### src/rtl/seg_bcd_display.sv
// seg_bcd_display: serial double-dabble converter driving DIGITS seven-segment displays
module seg_bcd_display #(
    parameter int WIDTH  = 6,
    parameter int DIGITS = 6
) (
    input  logic                  clk,
    input  logic                  reset,
    input  logic                  start,
    input  logic [WIDTH-1:0]      operand,
    input  logic                  mode,
    input  logic                  blank_en,
    output logic                  busy,
    output logic                  done,
    output logic                  overflow,
    output logic [7*DIGITS-1:0]   display
);
    localparam int NB = (WIDTH + 4) / 3 + 1;
    localparam int BW = 4 * NB;
    localparam int NX = NB > DIGITS ? NB : DIGITS;
    localparam int OX = WIDTH > DIGITS ? WIDTH : DIGITS;
    localparam logic [6:0] BLANK = 7'b1111111;
    localparam logic [6:0] DASH  = 7'b0111111;

    typedef enum logic [1:0] {IDLE, SHIFT, LOAD} state_t;

    state_t              state_q, state_d;
    logic [WIDTH-1:0]    opr_q, opr_d, orig_q;
    logic [BW-1:0]       bcd_q, bcd_d, adj;
    logic [4:0]          cnt_q;
    logic                mode_q, blank_q, done_q, ovf_q, ovf_d, lead;
    logic [7*DIGITS-1:0] disp_q, disp_d;
    logic [4*NX-1:0]     dx;
    logic [OX-1:0]       ox;

    function automatic logic [6:0] seg7(input logic [3:0] d);
        case (d)
            4'd0:    return 7'b1000000;
            4'd1:    return 7'b1111001;
            4'd2:    return 7'b0100100;
            4'd3:    return 7'b0110000;
            4'd4:    return 7'b0011001;
            4'd5:    return 7'b0010010;
            4'd6:    return 7'b0000010;
            4'd7:    return 7'b1111000;
            4'd8:    return 7'b0000000;
            4'd9:    return 7'b0010000;
            default: return BLANK;
        endcase
    endfunction

    // state register
    always_ff @(posedge clk or posedge reset) begin
        if (reset) state_q <= IDLE;
        else       state_q <= state_d;
    end

    // next state: one SHIFT per operand bit, then a single LOAD cycle
    always_comb begin
        state_d = state_q;
        case (state_q)
            IDLE:    state_d = start ? SHIFT : IDLE;
            SHIFT:   state_d = (cnt_q == 5'd1) ? LOAD : SHIFT;
            default: state_d = IDLE;
        endcase
    end

    // outputs: busy is a pure decode of the registered state
    always_comb begin
        busy     = state_q != IDLE;
        done     = done_q;
        overflow = ovf_q;
        display  = disp_q;
    end

    // datapath: latch on accepted start, shift during SHIFT, publish on LOAD
    always_ff @(posedge clk or posedge reset) begin
        if (reset) begin
            opr_q   <= '0;
            orig_q  <= '0;
            bcd_q   <= '0;
            cnt_q   <= '0;
            mode_q  <= 1'b0;
            blank_q <= 1'b0;
            done_q  <= 1'b0;
            ovf_q   <= 1'b0;
            disp_q  <= '1;
        end else begin
            done_q <= state_q == LOAD;
            if (state_q == IDLE && start) begin
                opr_q   <= operand;
                orig_q  <= operand;
                mode_q  <= mode;
                blank_q <= blank_en;
                bcd_q   <= '0;
                cnt_q   <= 5'(WIDTH);
            end else if (state_q == SHIFT) begin
                opr_q <= opr_d;
                bcd_q <= bcd_d;
                cnt_q <= cnt_q - 5'd1;
            end
            if (state_q == LOAD) begin
                disp_q <= disp_d;
                ovf_q  <= ovf_d;
            end
        end
    end

    // one double-dabble step: add 3 to nibbles >= 5, then shift the whole chain left
    always_comb begin
        adj = bcd_q;
        for (int i = 0; i < NB; i++)
            if (bcd_q[4*i +: 4] >= 4'd5) adj[4*i +: 4] = bcd_q[4*i +: 4] + 4'd3;
        {bcd_d, opr_d} = {adj, opr_q} << 1;
    end

    // display encoding from the finished BCD value or the original operand bits
    always_comb begin
        dx = '0;
        dx[BW-1:0] = bcd_q;
        ox = '0;
        ox[WIDTH-1:0] = orig_q;
        disp_d = '1;
        ovf_d = 1'b0;
        lead = 1'b1;
        if (mode_q) begin
            ovf_d = WIDTH > DIGITS;
            for (int i = 0; i < DIGITS; i++)
                if (i < WIDTH) disp_d[7*i +: 7] = seg7({3'b000, ox[i]});
        end else begin
            for (int i = 0; i < NX; i++)
                if (i >= DIGITS && dx[4*i +: 4] != 4'd0) ovf_d = 1'b1;
            for (int i = DIGITS - 1; i >= 0; i--) begin
                if (dx[4*i +: 4] != 4'd0) lead = 1'b0;
                disp_d[7*i +: 7] = ovf_d ? DASH : (blank_q && lead && i != 0) ? BLANK : seg7(dx[4*i +: 4]);
            end
        end
    end
endmodule

### config.mk
export PLATFORM = sky130hd
export DESIGN_NAME = seg_bcd_display
export DESIGN_NICKNAME = d
export VERILOG_FILES = /design/src/rtl/seg_bcd_display.sv
export SDC_FILE = /design/constraint.sdc
export NUM_CORES = 1
export LEC_CHECK = 0
export CAP_MARGIN = 15
export CORE_ASPECT_RATIO = 1.25
export CORE_UTILIZATION = 30
export CTS_BUF_LIST = sky130_fd_sc_hd__clkbuf_2
export DETAILED_ROUTE_END_ITERATION = 8
export SYNTH_ARGS = -nofsm -noshare
export SYNTH_HDL_FRONTEND = slang
export SYNTH_SLANG_ARGS = --single-unit
### constraint.sdc
create_clock -name clk -period 3.4 [get_ports clk]
set_input_delay 0.51 -clock clk [delete_from_list [all_inputs] [get_ports clk]]
set_output_delay 0.51 -clock clk [all_outputs]
set_load 0.02 [all_outputs]
Word-level counts from Yosys, hierarchy flattened
Memories as Yosys holds them, arrays and structs flattened. Cells that the tools add are included.

Input port bits: 11. Memories: 4. Flip-flop bits (word level): 80. Bits in writable memories: 0. ROM bits: 448. Latch bits: 0.

Shift-type cells: 0. Reduce and logical (&&, ||, !) cells: 10. Multiply operators: 0. Bitwise operators: 6. Muxes and demuxes: 30. Add/subtract/negate cells: 5. $lt $le $gt $ge: 4. Divide/modulo/power cells: 0. Equal/unequal tests: 3.

Memory list: (no name shown) (depth 16, width 7, read ports 1, clocked after Yosys merged registers in 0, write ports 0, line 36) `case (d)`; (no name shown) (depth 16, width 7, read ports 1, clocked after Yosys merged registers in 0, write ports 0, line 36); (no name shown) (depth 16, width 7, read ports 1, clocked after Yosys merged registers in 0, write ports 0, line 36); (no name shown) (depth 16, width 7, read ports 1, clocked after Yosys merged registers in 0, write ports 0, line 36).

Operators by type and width (count): case mux 7 bit (2 select lines) (6); two-way mux 42 bit (1); two-way mux 16 bit (2); two-way mux 7 bit (3); two-way mux 6 bit (3); greater-or-equal comparator 4 x 3 -> 1 bit, second input constant (4); adder 4 x 2 -> 4 bit, second input constant (3); two-way mux 4 bit (3); nonzero test 4 bit (3); two-way mux 5 bit (2); two-way mux 1 bit (7); NOT 1 bit (6); equality test 5 x 1 -> 1 bit, second input constant (1); subtractor 5 x 1 -> 5 bit, second input constant (1); logical AND 1 bit (4); case mux 2 bit (2 select lines) (1); nonzero test 2 bit (2); adder 3 x 2 -> 3 bit, second input constant (1); two-way mux 3 bit (1); equality test 2 x 1 -> 1 bit, second input constant (1); equality test 2 bit, second input constant (1); zero test 2 bit (1); two-way mux 2 bit (1).

Depth between registers and ports, before layout
Depth after elaboration: 10. Depth in mapped cells: 7.

Worst setup path before layout
OpenSTA, ideal clock, no wires.

Path type: reg-to-reg. Start point: register bcd_q[12]. End point: register disp_q[10], in the netlist display[10]. Path slack: 1.705 ns. Required time: 3.323 ns. Stages on the path, launching flop included: 8. Arrival time: 1.617 ns. Setup time: 0.077 ns. Buffers on the path: 1. Clock period less this slack: 1.695 ns. Cells stage by stage: dfrtp_1 inv_1 ha_1 nor4bb_4 buf_6 a41oi_1 or2_1 a31oi_1.

Word-level cells in the longest chain between the ends: 10.

Ends and longest elaborated chain: from (decl) (line 28) `logic [BW-1:0] bcd_q, bcd_d, adj;`; from (signal assigned) (line 80) `bcd_q <= '0;`; from (signal assigned) (line 94) `bcd_q <= '0;`; from (signal assigned) (line 98) `bcd_q <= bcd_d;`; nonzero test 4 bit (line 133) `if (dx[4*i +: 4] != 4'd0) lead = 1'b0;`; two-way mux 1 bit (line 133); two-way mux 1 bit (line 125) `if (mode_q) begin`; two-way mux 1 bit (line 133); two-way mux 1 bit (line 125); two-way mux 1 bit (line 133); two-way mux 1 bit (line 125); logical AND 1 bit (line 134) `disp_d[7*i +: 7] = ovf_d ? DASH : (blank_q && lead && i != 0) ? BLANK : seg7(dx[4*i +: 4]);`; two-way mux 7 bit (line 134); two-way mux 42 bit (line 125); to (signal assigned) (line 102) `disp_q <= disp_d;`; to (decl) (line 31) `logic [7*DIGITS-1:0] disp_q, disp_d;`.

Every way passes these cells. The select of a mux whose other input is x is not followed. A chain may end at the register's enable or synchronous reset.

Final worst setup path
Start point: register state_q[0]. End point: output port busy.

Word-level cells in the longest chain between the ends: 1.

Ends and longest elaborated chain: from (decl) (line 26) `state_t state_q, state_d;`; from (signal assigned) (line 54) `else state_q <= state_d;`; nonzero test 2 bit (line 69) `busy = state_q != IDLE;`; to (decl) (line 12) `output logic busy,`.

Every way passes these cells.

==> results.yml <==
setup_path:
  ff2ff_path_depth: 4
  arrival_ps: 1780
  required_ps: 2890
  ff2ff_setup_slack_ps: 1280
  worstSetupEndpointType: "output port"
  crit_type: "flop to output port"
  rr_endpoint: "display[24]$_DFFE_PP1P_"
  r2r-start: "state_q[0]$_DFF_PP0_"
  crit_path_max_fanout: 5
  critPathLaunchType: "flop"
layout:
  area_growth_pct: 18.2
  fillers: 1332
  seq_area_um2: 1770
  multi_input_area_um2: 1900
  drive_above_1_share_pct: 13.0
  nets: 500
global_routing:
  overflow: 0
  antenna_found_initial: 1
  grt_use_met1_pct: 17.1
  grt_util_all_layers_pct: 14.4
  grt_use_met2_pct: 25.6
  use_met3_pct: 2.95
  grt_pass1_wl_um: 15200
  grt_max_degree: 37
  grt-busiest-layer: "met2"
  grt_pass1_vias: 3036
sta:
  finalHoldViolations: 0
  period_minus_slack_ps: 2290
  tns_ps: 0
  fin_ws_ps: 1110
  rsz0062_at_grt: "false"
  max_slew_margin_pct: 39.2
  worst_pin_slew_ps: 911
  setup_viol: 0
  finalMaxSlewViolations: 0
  timing.fmax_ghz: 0.437
  skew_ps: 29.0
  post-route-period-util_pct: 67.3
logic_synthesis:
  ys_ff_latch: 69
  synth_edf_count: 0
  avgSynthCellArea_um2: 9.14
  yosysWarnings: 0
  syn_area_um2: 3950
  synthArstFlopShare_pct: 100
  ys_seq_area_share_pct: 44.7
  syn_inst: 432
  ys.flop_type: "dfrtp_1"
  synth_cell_types: 49
placed_design:
  gp_congestion: 0.838
  dp_slack_ps: 1320
  dpl.hpwl_um: 6700
  io_buffers: 52
pwr:
  p_leak_uw: 0.00203
  peakVddDrop_mv: 0.307
  p_per_area_nw_per_um2: 1050
clock_tree:
  cts_tree: "built"
  clock_latency_ps: 550
  cts_buffers: 9
  ctsResizeCount: 0
  root_buffer: "clkbuf_2"
  path_clk_slew_ps: 210
  cts_setup_buffers: 0
  clockBufferDepth: 2
  cts_num_sinks: 69
  cts_hold_buf: 0
  cts-htree-levels: 3
drt:
  dr.pass1.iters: 5
  drc: 0
  drt-wirelength-per-cell_um: 14.4
  viasPerCell: 4.87
  drt_iter0_markers: 151
  finalWirelength_um: 9190
  antenna_left: 0
  via_count: 3104
floorplanning:
  num_rows: 46
  fp.dieW_um: 105
  die_h_um: 130
  fp.dieArea_um2: 13600
  core-area_um2: 12800
  start_util_pct: 30.9
  ios: 56
flow_run:
  maxCapViolCount: 0
status:
  status: "complete, no violations"
min_path:
  hp-class: "input pin to asynchronous set/reset pin"
[layer usage]
metal	wire, um	up-vias
li1	-	1551
met1	4030	1472
met2	4700	68
met3	316	13
met4	142	0
met5	0	-
[placed cells by master (no fill, tap or decap), types with 3 or more instances in the layout]
| cell | instances |
|---|---|
| nand2b_1 | 8 |
| nand2_1 | 61 |
| nand3_1 | 14 |
| a21o_1 | 9 |
| or3_1 | 5 |
| clkdlybuf4s50_1 | 52 |
| a31oi_1 | 12 |
| nor2_1 | 19 |
| a22o_1 | 4 |
| inv_1 | 20 |
| ha_1 | 26 |
| o21ai_1 | 30 |
| nor3_1 | 5 |
| xnor2_1 | 4 |
| dfrtp_1 | 38 |
| a211oi_1 | 4 |
| mux2i_1 | 9 |
| o21ai_0 | 14 |
| dfstp_2 | 31 |
| o311ai_1 | 3 |
| inv_2 | 3 |
| clkbuf_2 | 9 |
| a21oi_1 | 32 |
| conb_1 | 3 |
| buf_4 | 4 |
| nor3b_1 | 4 |
| o211ai_1 | 4 |
| mux2_2 | 3 |
| o31ai_1 | 5 |
[sequential cells by signal, summed over array words and instances (netlist names)]
register / count
orig_q: 6
state_q: 2
cnt_q: 5
done: 1
blank_q: 1
display: 31
mode_q: 1
opr_q: 6
bcd_q: 16
[stage by stage]
step	hold WS [ps]	power [uW]	area [um^2]	utilization (%)	std cells
after detailed placement	447	4410	4530	35.5	620
after CTS	382	4960	4670	36.5	636
after global routing	396	5330	4670	36.5	637
after floorplan	438	3580	3950	-	433
final	363	4920	4670	36.5	637
after global placement	448	4370	4530	35.5	620
[cells by family (layout without fill, tap and decap cells)]
group / count (synthesis) / count (layout) / synth area share [%]
AO/OA/AOI/OAI: 128 / 128 / 19.6
XOR/XNOR: 6 / 6 / 1.33
adder cells (fa/ha/maj): 26 / 26 / 8.24
buffers and inverters: 61 / 96 / 7.48
flip-flops: 69 / 69 / 44.7
multiplexers: 12 / 12 / 3.14
other: 2 / 4 / 0.190
AND/OR/NAND/NOR: 128 / 128 / 15.4
[worst max-delay path, cell delays in order (launching register included)]
cell and delay [ps]:
dfrtp_1 460, nor2_1 170, inv_1 70, clkdlybuf4s50_1 540
[synth_stat cells, types with 4 or more instances]
| master | number | area, um^2 |
|---|---|---|
| a22o_1 | 4 | 35.0 |
| inv_1 | 21 | 78.8 |
| clkbuf_1 | 17 | 63.8 |
| o31ai_1 | 5 | 37.5 |
| nand3_1 | 14 | 70.1 |
| nor3b_1 | 5 | 37.5 |
| o21ai_0 | 14 | 70.1 |
| dfstp_2 | 31 | 815 |
| a31oi_1 | 12 | 75.1 |
| or3_1 | 5 | 31.3 |
| nor2_1 | 19 | 71.3 |
| xnor2_1 | 4 | 35.0 |
| a21oi_1 | 32 | 160 |
| nand2b_1 | 8 | 50.1 |
| dfrtp_1 | 38 | 951 |
| o211ai_1 | 4 | 30.0 |
| a21o_1 | 9 | 67.6 |
| o21ai_1 | 30 | 150 |
| buf_4 | 12 | 90.1 |
| a211oi_1 | 4 | 30.0 |
| nor3_1 | 5 | 25.0 |
| mux2i_1 | 9 | 90.1 |
| buf_2 | 5 | 25.0 |
| nand2_1 | 61 | 229 |
| ha_1 | 26 | 325 |
[report_power, final]
| group | switching [uW] | total [uW] | internal (uW) |
|---|---|---|---|
| clock | 305 | 544 | 239 |
| combinational | 1430 | 2600 | 1180 |
| sequential | 459 | 1780 | 1320 |
| total | 2190 | 4920 | 2730 |
[worst max-delay path by stage]
stage                                        from                      end  slack [ps]  cells after the start
final                        state_q[0]$_DFF_PP0_                     busy        1110                      3
after global routing         state_q[0]$_DFF_PP0_                     busy        1000                      3
after CTS                 display[39]$_DFFE_PP1P_              display[38]        1100                      1
after detailed placement     state_q[0]$_DFF_PP0_  display[24]$_DFFE_PP1P_        1320                      4
after global placement       state_q[0]$_DFF_PP0_  display[26]$_DFFE_PP1P_        1270                      4
after floorplan                             reset     bcd_q[0]$_DFFE_PP0P_        1200                      1
[area by class of cell]
type	count	share of cell area, %
Clock inverter	7	1.93
Tap cell	168	4.50
Sequential cell	69	37.8
Timing Repair Buffer	57	12.2
Inverter	23	1.85
Clock buffer	9	0.965
Antenna cell	1	0.0536
Multi-Input combinational cell	303	40.7
Power figures use the tool's default switching activity.
